**src/rtl/sync_reset_seq_if.sv**
```systemverilog
// Bundle of the software reset request and the per-channel reset outputs.
// The controller uses the slave view and the requester/consumer uses the master view.
interface sync_reset_seq_if #(
  parameter int NCH = 4
);
  logic           SW_RST;
  logic [NCH-1:0] OUT_RST_N;
  logic           RST_DONE;

  modport master (output SW_RST, input OUT_RST_N, input RST_DONE);
  modport slave  (input SW_RST, output OUT_RST_N, output RST_DONE);
endinterface

```
**src/rtl/sync_reset_seq.sv**
```systemverilog
// Multi-channel reset sequencer: asserts every channel reset at once and
// releases the channels one by one, synchronously, after a sync delay and a hold time.
module sync_reset_seq #(
  parameter int RSTDELAY    = 2,
  parameter int HOLD_CYCLES = 4,
  parameter int STAGGER     = 2,
  parameter int NCH         = 4
) (
  input logic              CLK,
  input logic              RST,
  sync_reset_seq_if.slave  bus
);
  localparam int CW = $clog2(NCH) + 1;

  localparam logic [1:0] ST_SYNC = 2'd0;
  localparam logic [1:0] ST_HOLD = 2'd1;
  localparam logic [1:0] ST_REL  = 2'd2;
  localparam logic [1:0] ST_DONE = 2'd3;

  localparam logic [15:0]         HOLD_LAST = 16'(HOLD_CYCLES);
  localparam logic [7:0]          STG_LAST  = 8'(STAGGER - 1);
  localparam logic [CW-1:0]       CH_ALL    = CW'(NCH);
  localparam logic [CW-1:0]       CH_INC    = CW'(1);
  localparam logic [NCH-1:0]      CH_ONE    = NCH'(1);
  localparam logic [RSTDELAY-1:0] SYNC_ONE  = RSTDELAY'(1);

  logic [RSTDELAY-1:0] sync_q;
  logic [1:0]          state_q, state_d;
  logic [15:0]         hold_cnt_q, hold_cnt_d;
  logic [7:0]          stag_cnt_q, stag_cnt_d;
  logic [CW-1:0]       ch_idx_q, ch_idx_d;
  logic [NCH-1:0]      out_q, out_d;
  logic                done_q, done_d;

  // The sync chain keeps its ones across software restarts; only RST clears it.
  always_ff @(posedge CLK or posedge RST) begin
    if (RST) begin
      sync_q <= {RSTDELAY{1'b0}};
    end else begin
      sync_q <= (sync_q << 1) | SYNC_ONE;
    end
  end

  always_comb begin
    state_d    = state_q;
    hold_cnt_d = hold_cnt_q;
    stag_cnt_d = stag_cnt_q;
    ch_idx_d   = ch_idx_q;
    out_d      = out_q;
    done_d     = done_q;
    if (bus.SW_RST && (state_q != ST_SYNC)) begin
      state_d    = ST_HOLD;
      hold_cnt_d = 16'd0;
      stag_cnt_d = 8'd0;
      ch_idx_d   = {CW{1'b0}};
      out_d      = {NCH{1'b0}};
      done_d     = 1'b0;
    end else begin
      case (state_q)
        ST_SYNC: begin
          if (sync_q[RSTDELAY-1]) begin
            state_d = ST_HOLD;
          end else begin
            state_d = ST_SYNC;
          end
        end
        ST_HOLD: begin
          if (hold_cnt_q == HOLD_LAST) begin
            out_d      = CH_ONE;
            ch_idx_d   = CH_INC;
            stag_cnt_d = 8'd0;
            state_d    = ST_REL;
          end else begin
            hold_cnt_d = hold_cnt_q + 16'd1;
          end
        end
        ST_REL: begin
          // Channels release in index order, so a left shift filling with ones is enough.
          if (ch_idx_q == CH_ALL) begin
            state_d = ST_DONE;
            done_d  = 1'b1;
          end else if (stag_cnt_q == STG_LAST) begin
            out_d      = (out_q << 1) | CH_ONE;
            ch_idx_d   = ch_idx_q + CH_INC;
            stag_cnt_d = 8'd0;
          end else begin
            stag_cnt_d = stag_cnt_q + 8'd1;
          end
        end
        ST_DONE: begin
          done_d = 1'b1;
        end
        default: begin
          state_d = ST_SYNC;
        end
      endcase
    end
  end

  always_ff @(posedge CLK or posedge RST) begin
    if (RST) begin
      state_q    <= ST_SYNC;
      hold_cnt_q <= 16'd0;
      stag_cnt_q <= 8'd0;
      ch_idx_q   <= {CW{1'b0}};
      out_q      <= {NCH{1'b0}};
      done_q     <= 1'b0;
    end else begin
      state_q    <= state_d;
      hold_cnt_q <= hold_cnt_d;
      stag_cnt_q <= stag_cnt_d;
      ch_idx_q   <= ch_idx_d;
      out_q      <= out_d;
      done_q     <= done_d;
    end
  end

  assign bus.OUT_RST_N = out_q;
  assign bus.RST_DONE  = done_q;

endmodule

```
**src/flat_wrapper.sv**
```systemverilog
// flat-port wrapper written by rule: the top's interface ports become plain ports
module sync_reset_seq_flat 
#(
  parameter int RSTDELAY    = 2,
  parameter int HOLD_CYCLES = 4,
  parameter int STAGGER     = 2,
  parameter int NCH         = 4
)
  (CLK, RST, bus_SW_RST, bus_OUT_RST_N, bus_RST_DONE);
  sync_reset_seq_if #(.NCH(NCH)) bus_i ();
  input logic CLK;
  input logic RST;
  input wire logic [$bits(bus_i.SW_RST)-1:0] bus_SW_RST;
  output wire logic [$bits(bus_i.OUT_RST_N)-1:0] bus_OUT_RST_N;
  output wire logic [$bits(bus_i.RST_DONE)-1:0] bus_RST_DONE;
  assign bus_i.SW_RST = bus_SW_RST;
  assign bus_OUT_RST_N = bus_i.OUT_RST_N;
  assign bus_RST_DONE = bus_i.RST_DONE;
  sync_reset_seq #(.RSTDELAY(RSTDELAY), .HOLD_CYCLES(HOLD_CYCLES), .STAGGER(STAGGER), .NCH(NCH)) u_core (.CLK(CLK), .RST(RST), .bus(bus_i));
endmodule
```
**config.mk**
```make
export PLATFORM = sky130hd
export DESIGN_NAME = sync_reset_seq_flat
export DESIGN_NICKNAME = d
export VERILOG_FILES = /design/src/rtl/sync_reset_seq_if.sv /design/src/rtl/sync_reset_seq.sv /design/src/flat_wrapper.sv
export SDC_FILE = /design/constraint.sdc
export NUM_CORES = 1
export LEC_CHECK = 0
export BUFFER_PORTS_ARGS = -buffer_cell sky130_fd_sc_hd__buf_2
export CAP_MARGIN = 40
export CORE_ASPECT_RATIO = 1.1
export CORE_MARGIN = 4
export CORE_UTILIZATION = 53
export CTS_CLUSTER_DIAMETER = 60
export CTS_CLUSTER_SIZE = 10
export DETAILED_ROUTE_END_ITERATION = 16
export HOLD_SLACK_MARGIN = 0.05
export MAX_ROUTING_LAYER = met4
export PLACE_DENSITY_LB_ADDON = 0.08
export SYNTH_ARGS = -nofsm -noshare
export SYNTH_HDL_FRONTEND = slang
export SYNTH_SLANG_ARGS = --single-unit
```
**constraint.sdc**
```tcl
create_clock -name CLK -period 2.2 [get_ports CLK]
set_clock_uncertainty 0.2 [all_clocks]
set_input_delay 0.11 -clock CLK [delete_from_list [all_inputs] [get_ports CLK]]
set_output_delay 0.11 -clock CLK [all_outputs]
set_load 0.01 [all_outputs]
```
Yosys cells after proc, flatten, opt, wreduce, memory -nomap -nowiden
Index checks and enable logic that the tools add are counted.

Equal/unequal tests: 11. Mux-type cells: 26. Reduce and logical (&&, ||, !) cells: 12. Add/subtract/negate cells: 3.

Operators by type and width (number): $mux 16 (3); $mux 8 (4); $add 16x1->16 const B (1); $eq 16x3->1 const B (1); $mux 4 (4); $pmux 8 s2 (1); $mux 3 (4); $ne 3x1->1 const B (3); $add 8x1->8 const B (1); $eq 8x1->1 const B (1); $pmux 4 s2 (1); $mux 2 (3); $pmux 2 s3 (1); $pmux 3 s2 (1); $reduce_and 3->1 (2); $reduce_bool 3->1 (2); $eq 2x2->1 const B (2); $reduce_and 2->1 (2); $reduce_and 4->1 (1); $reduce_bool 2->1 (2); $reduce_bool 4->1 (1); $add 3x1->3 const B (1); $eq 3x3->1 const B (1); $mux 1 (3); 6 further kinds (6).

Bits in registers: 36. Logic and storage cells: 59. Output and inout bits: 5. Input port bits: 3.

Depth between registers and ports, before layout
Depth after elaboration: 5. Gate-level depth with buffers: 8. Depth with buffers taken out: 7.

Worst setup path before layout
OpenSTA, ideal clock, no wires.

Path type: register -> register. Start: register u_core.hold_cnt_q[0]. End: register u_core.stag_cnt_q[6]. Library setup time: 0.101 ns. Stages on the path, launching flop included: 9. Required time: 1.899 ns. Path buffers: 1. Clock period less this slack: 2.265 ns. Arrival: 1.964 ns. Setup slack: -0.065 ns. Path through: dfrtp_1 -> inv_1 -> ha_1 -> nor4b_2 -> a41oi_2 -> nand2b_4 -> or3_1 -> buf_2 -> o311ai_2.

Cells in the longest elaborated chain, start to end: 3.

Ends and longest elaborated chain: start: declaration (RTL line sync_reset_seq.sv:29) `logic [15:0] hold_cnt_q, hold_cnt_d;`; start signal: assignment (RTL line sync_reset_seq.sv:110) `hold_cnt_q <= hold_cnt_d;`; $eq 16x3->1 (RTL line sync_reset_seq.sv:68) `if (hold_cnt_q == HOLD_LAST) begin`; $ne 3x1->1 (no source line); $reduce_and 3->1 (no source line); end signal: assignment (RTL line sync_reset_seq.sv:111) `stag_cnt_q <= stag_cnt_d;`; end: declaration (RTL line sync_reset_seq.sv:30) `logic [7:0] stag_cnt_q, stag_cnt_d;`.

Every way passes these cells. A chain may end at the register's enable or synchronous reset.

Worst setup path after layout
Start: register u_core.hold_cnt_q[1]. End: register u_core.stag_cnt_q[6].

Same word-level chain as after synthesis.

==> metrics.md <==
| Metric | Value |
|---|---|
| Top-area cell type share of the netlist area | `45.9%` |
| First-pass GRT wire length | `between 7 and 8 mm` |
| Core Box Area | `0.00344 mm^2` |
| Largest net degree at the start of global routing | `37` |
| Met2 global-route usage | `34.6%` |
| DRC | `0` |
| Synth Instances | `198` |
| Total CTS buffers | `5` |
| N_diodes | `0` |
| Worst EP required | `2260 ps` |
| Die area | `0.00475 mm^2` |
| Share of cells above drive strength 1 | `approximately a quarter` |
| Crit Path Class | `reg2reg` |
| CTS clk-pin slew, worst paths | `120 ps` |
| Syn. warnings | `0` |
| Global route hottest layer | `met2` |
| Post-synth EDFFs | `0` |
| Initial antenna violation count | `0` |
| I/O pin cnt | `8` |
| Sequential area share after synthesis | `between 40% and 50%` |
| Fraction of registers with async set/reset | `100%` |
| Overall power | `0.00203 W` |
| Detail Placement HPWL | `2.94 mm` |
| Grt ovf | `0` |
| Filler cells | `about 270` |
| Final Cycle Share | `97.6%` |
| R2r setup slk | `50 ps` |
| Detail Route Antenna Nets | `0` |
| RSZ-0062 raised after global routing | `yes` |
| Max-slew violations | `0` |
| Max IR drop VDD | `between 500 and 600 uV` |
| Rows | `22` |
| Total wire length | `between 4 and 5 mm` |
| Area leader, netlist | `dfrtp_1` |
| Min Tclk post-route | `2150 ps` |
| Startpoint types | `register` |
| Synth Flop Type | `dfrtp_1` |
| Final Hold Viols | `0` |
| Min-Delay Path Class | `reg2reg` |
| Syn Area/Cell | `around 10 um^2` |
| Die X | `66.0 um` |
| Status | `completed` |
| Maximum root-to-sink buffer count | `2` |
| H-tree Lvls | `2` |
| Syn nets | `approximately 210` |
| Gr usage total | `21.1%` |
| P_leak | `1.12 nW` |
| DRT iter0 DRCs | `160` |
| Fin Hold WS | `156 ps` |
| CTS tree | `yes` |
| Clk Latency, worst-skew pair | `between 300 and 400 ps` |
| First-pass iteration count of the detailed router | `4` |
| Num Clock Sinks | `36` |
| PortBufs | `7` |
| Synthesized cell area | `between 0.0015 and 0.002 mm^2` |
| M1 GR Usage | `between 20% and 30%` |
| #FFs+latches synth | `36` |
| Worst EP arrival | `2210 ps` |
| Fin nets | `248` |
| Fmax | `466 MHz` |
| # setup viols final | `0` |
| Vias | `1602` |
| Avg WL per Cell | `roughly 15 um` |
| Initial Utilization | `between 50% and 60%` |
| P per Cell Area | `846 mW/mm^2` |
| Layout Cells excl Fill | `about 280` |
| Library cells used by synthesis | `44` |
| CP Capture Type | `register` |
| Number of vias per cell | `5.64` |
| Met3 Resource Use GR | `under 10%` |
| Worst Path Max Fanout | `6` |
| Via count of the first global-routing pass | `1688` |
| Die extent in y | `71.9 um` |
| Area growth syn-to-layout | `22.0%` |
| Max_cap viols | `0` |
| Root Driver | `clkbuf_4` |
| Top post-synthesis cells by area | `dfrtp_1 46%, ha_1 6.4%, nor2_1 5.2%` |
| Routability congestion estimate | `around 0.9` |
| Placed Cells | `270` |
==> final timing paths <==
path / end / depth (start not counted) / startpoint
min in group asynchronous: u_core.stag_cnt_q[3] / 4 / RST
max reg2reg: u_core.stag_cnt_q[6] / 7 / u_core.hold_cnt_q[1]
max: u_core.stag_cnt_q[6] / 7 / u_core.hold_cnt_q[1]
min: u_core.sync_q[1] / 0 / u_core.sync_q[0]
max in group asynchronous: u_core.stag_cnt_q[7] / 4 / RST
min reg2reg: u_core.sync_q[1] / 0 / u_core.sync_q[0]
==> metrics by stage <==
stage                     utilization (%)  instance area [um^2]  TNS (ps)  worst slack [ps]
after floorplan                         -                  1980         0              1.16
after global placement               64.5                  2220         0              45.3
after detailed placement             64.5                  2220     -42.8             -23.4
after CTS                            67.5                  2320         0              19.3
after global routing                 69.7                  2400      -149             -40.6
final                                69.7                  2400         0              52.0
==> worst max-delay path: stages, from the launching register on <==
cell	delay, ps
dfrtp_1	410
inv_2	90
ha_4	120
nor4b_4	220
a41oi_2	170
nand2b_4	190
or3_4	450
o311ai_4	230
==> synthesized netlist by cell type, types with 2 or more instances <==
cell type / count
a211oi_1: 2
nand2b_1: 2
nor4_1: 2
and3_1: 6
a21o_1: 3
nand4_1: 5
mux2i_1: 2
nor2_1: 27
nand2_1: 12
nand3_1: 10
ha_1: 10
a21oi_1: 5
nor4_2: 2
nor2b_1: 5
clkbuf_1: 6
o31ai_1: 2
dfrtp_1: 36
a32o_1: 4
o311ai_1: 2
o211ai_1: 3
or3_1: 2
o21ai_1: 4
nor3_1: 3
xnor2_1: 4
xor2_1: 11
inv_1: 10
==> layout make-up <==
cell class / instances / area [um^2] / area share (%)
clock buffer: 7 / 55.1 / 2.30
clock inverter: 1 / 7.51 / 0.313
inverter: 10 / 37.5 / 1.57
multi-input combinational: 145 / 1070 / 44.7
sequential: 36 / 901 / 37.6
tap: 48 / 60.1 / 2.51
timing repair buffer: 37 / 265 / 11.1
==> sequential cells by signal, indices dropped and copies added (netlist names) <==
name                  cells
u_core.hold_cnt_q        16
u_core.stag_cnt_q         8
u_core.bus.OUT_RST_N      4
u_core.ch_idx_q           3
u_core.state_q            2
u_core.sync_q             2
u_core.bus.RST_DONE       1
==> repair_timing <==
item | 4_1_cts | 5_1_grt
hold buffers | 2 | 0
pin swaps | 0 | 6
resized for setup | 4 | 9
hold endpoints to repair | 40 | 0
cloned | 0 | 0
setup buffers | 0 | 4
endpoints found under the setup margin | 7 | 9
==> cell families after synthesis <==
kind of cell | share of synthesized area, %
AOI/OAI and AO/OA | 13.1
other | 0.191
muxes | 1.59
xor gates and xnor gates | 6.69
DFF | 45.9
buffers and inverters | 3.31
adders and majority gates | 6.37
and+or+nand+nor | 22.9
==> power breakdown <==
group          leakage [nW]  switching, W  internal [W]  total, W
Sequential            0.488     0.0000490      0.000724  0.000773
Combinational         0.602      0.000470      0.000401  0.000870
Clock                0.0315      0.000228      0.000157  0.000384
==> per-layer routing <==
metal  share of wire (%)  vias to the layer above
met5                   0                        -
met4                 2.6                        0
met3                 2.6                       13
met2                  52                       32
met1                  42                      791
li1                    -                      766
==> layout by cell type, fill, tap and decap left out, types with 2 or more instances in the layout <==
cell type,synthesis,layout
nand2b_1,2,2
nor4_2,2,2
dlygate4sd3_1,0,2
inv_1,10,8
buf_2,1,7
nor2_1,27,26
nor2b_1,5,5
a21o_1,3,3
nand4_1,5,5
inv_2,0,2
o311ai_1,2,2
a32o_1,4,4
buf_4,0,28
o211ai_1,3,3
o21ai_1,4,4
nand2_1,12,12
nor3_1,3,3
xnor2_1,4,4
clkbuf_4,0,5
and3_1,6,6
xor2_1,11,11
mux2i_1,2,2
dfrtp_1,36,36
nand3_1,10,10
ha_1,10,9
a21oi_1,5,5
No activity file was read; power rests on OpenSTA's default activity.
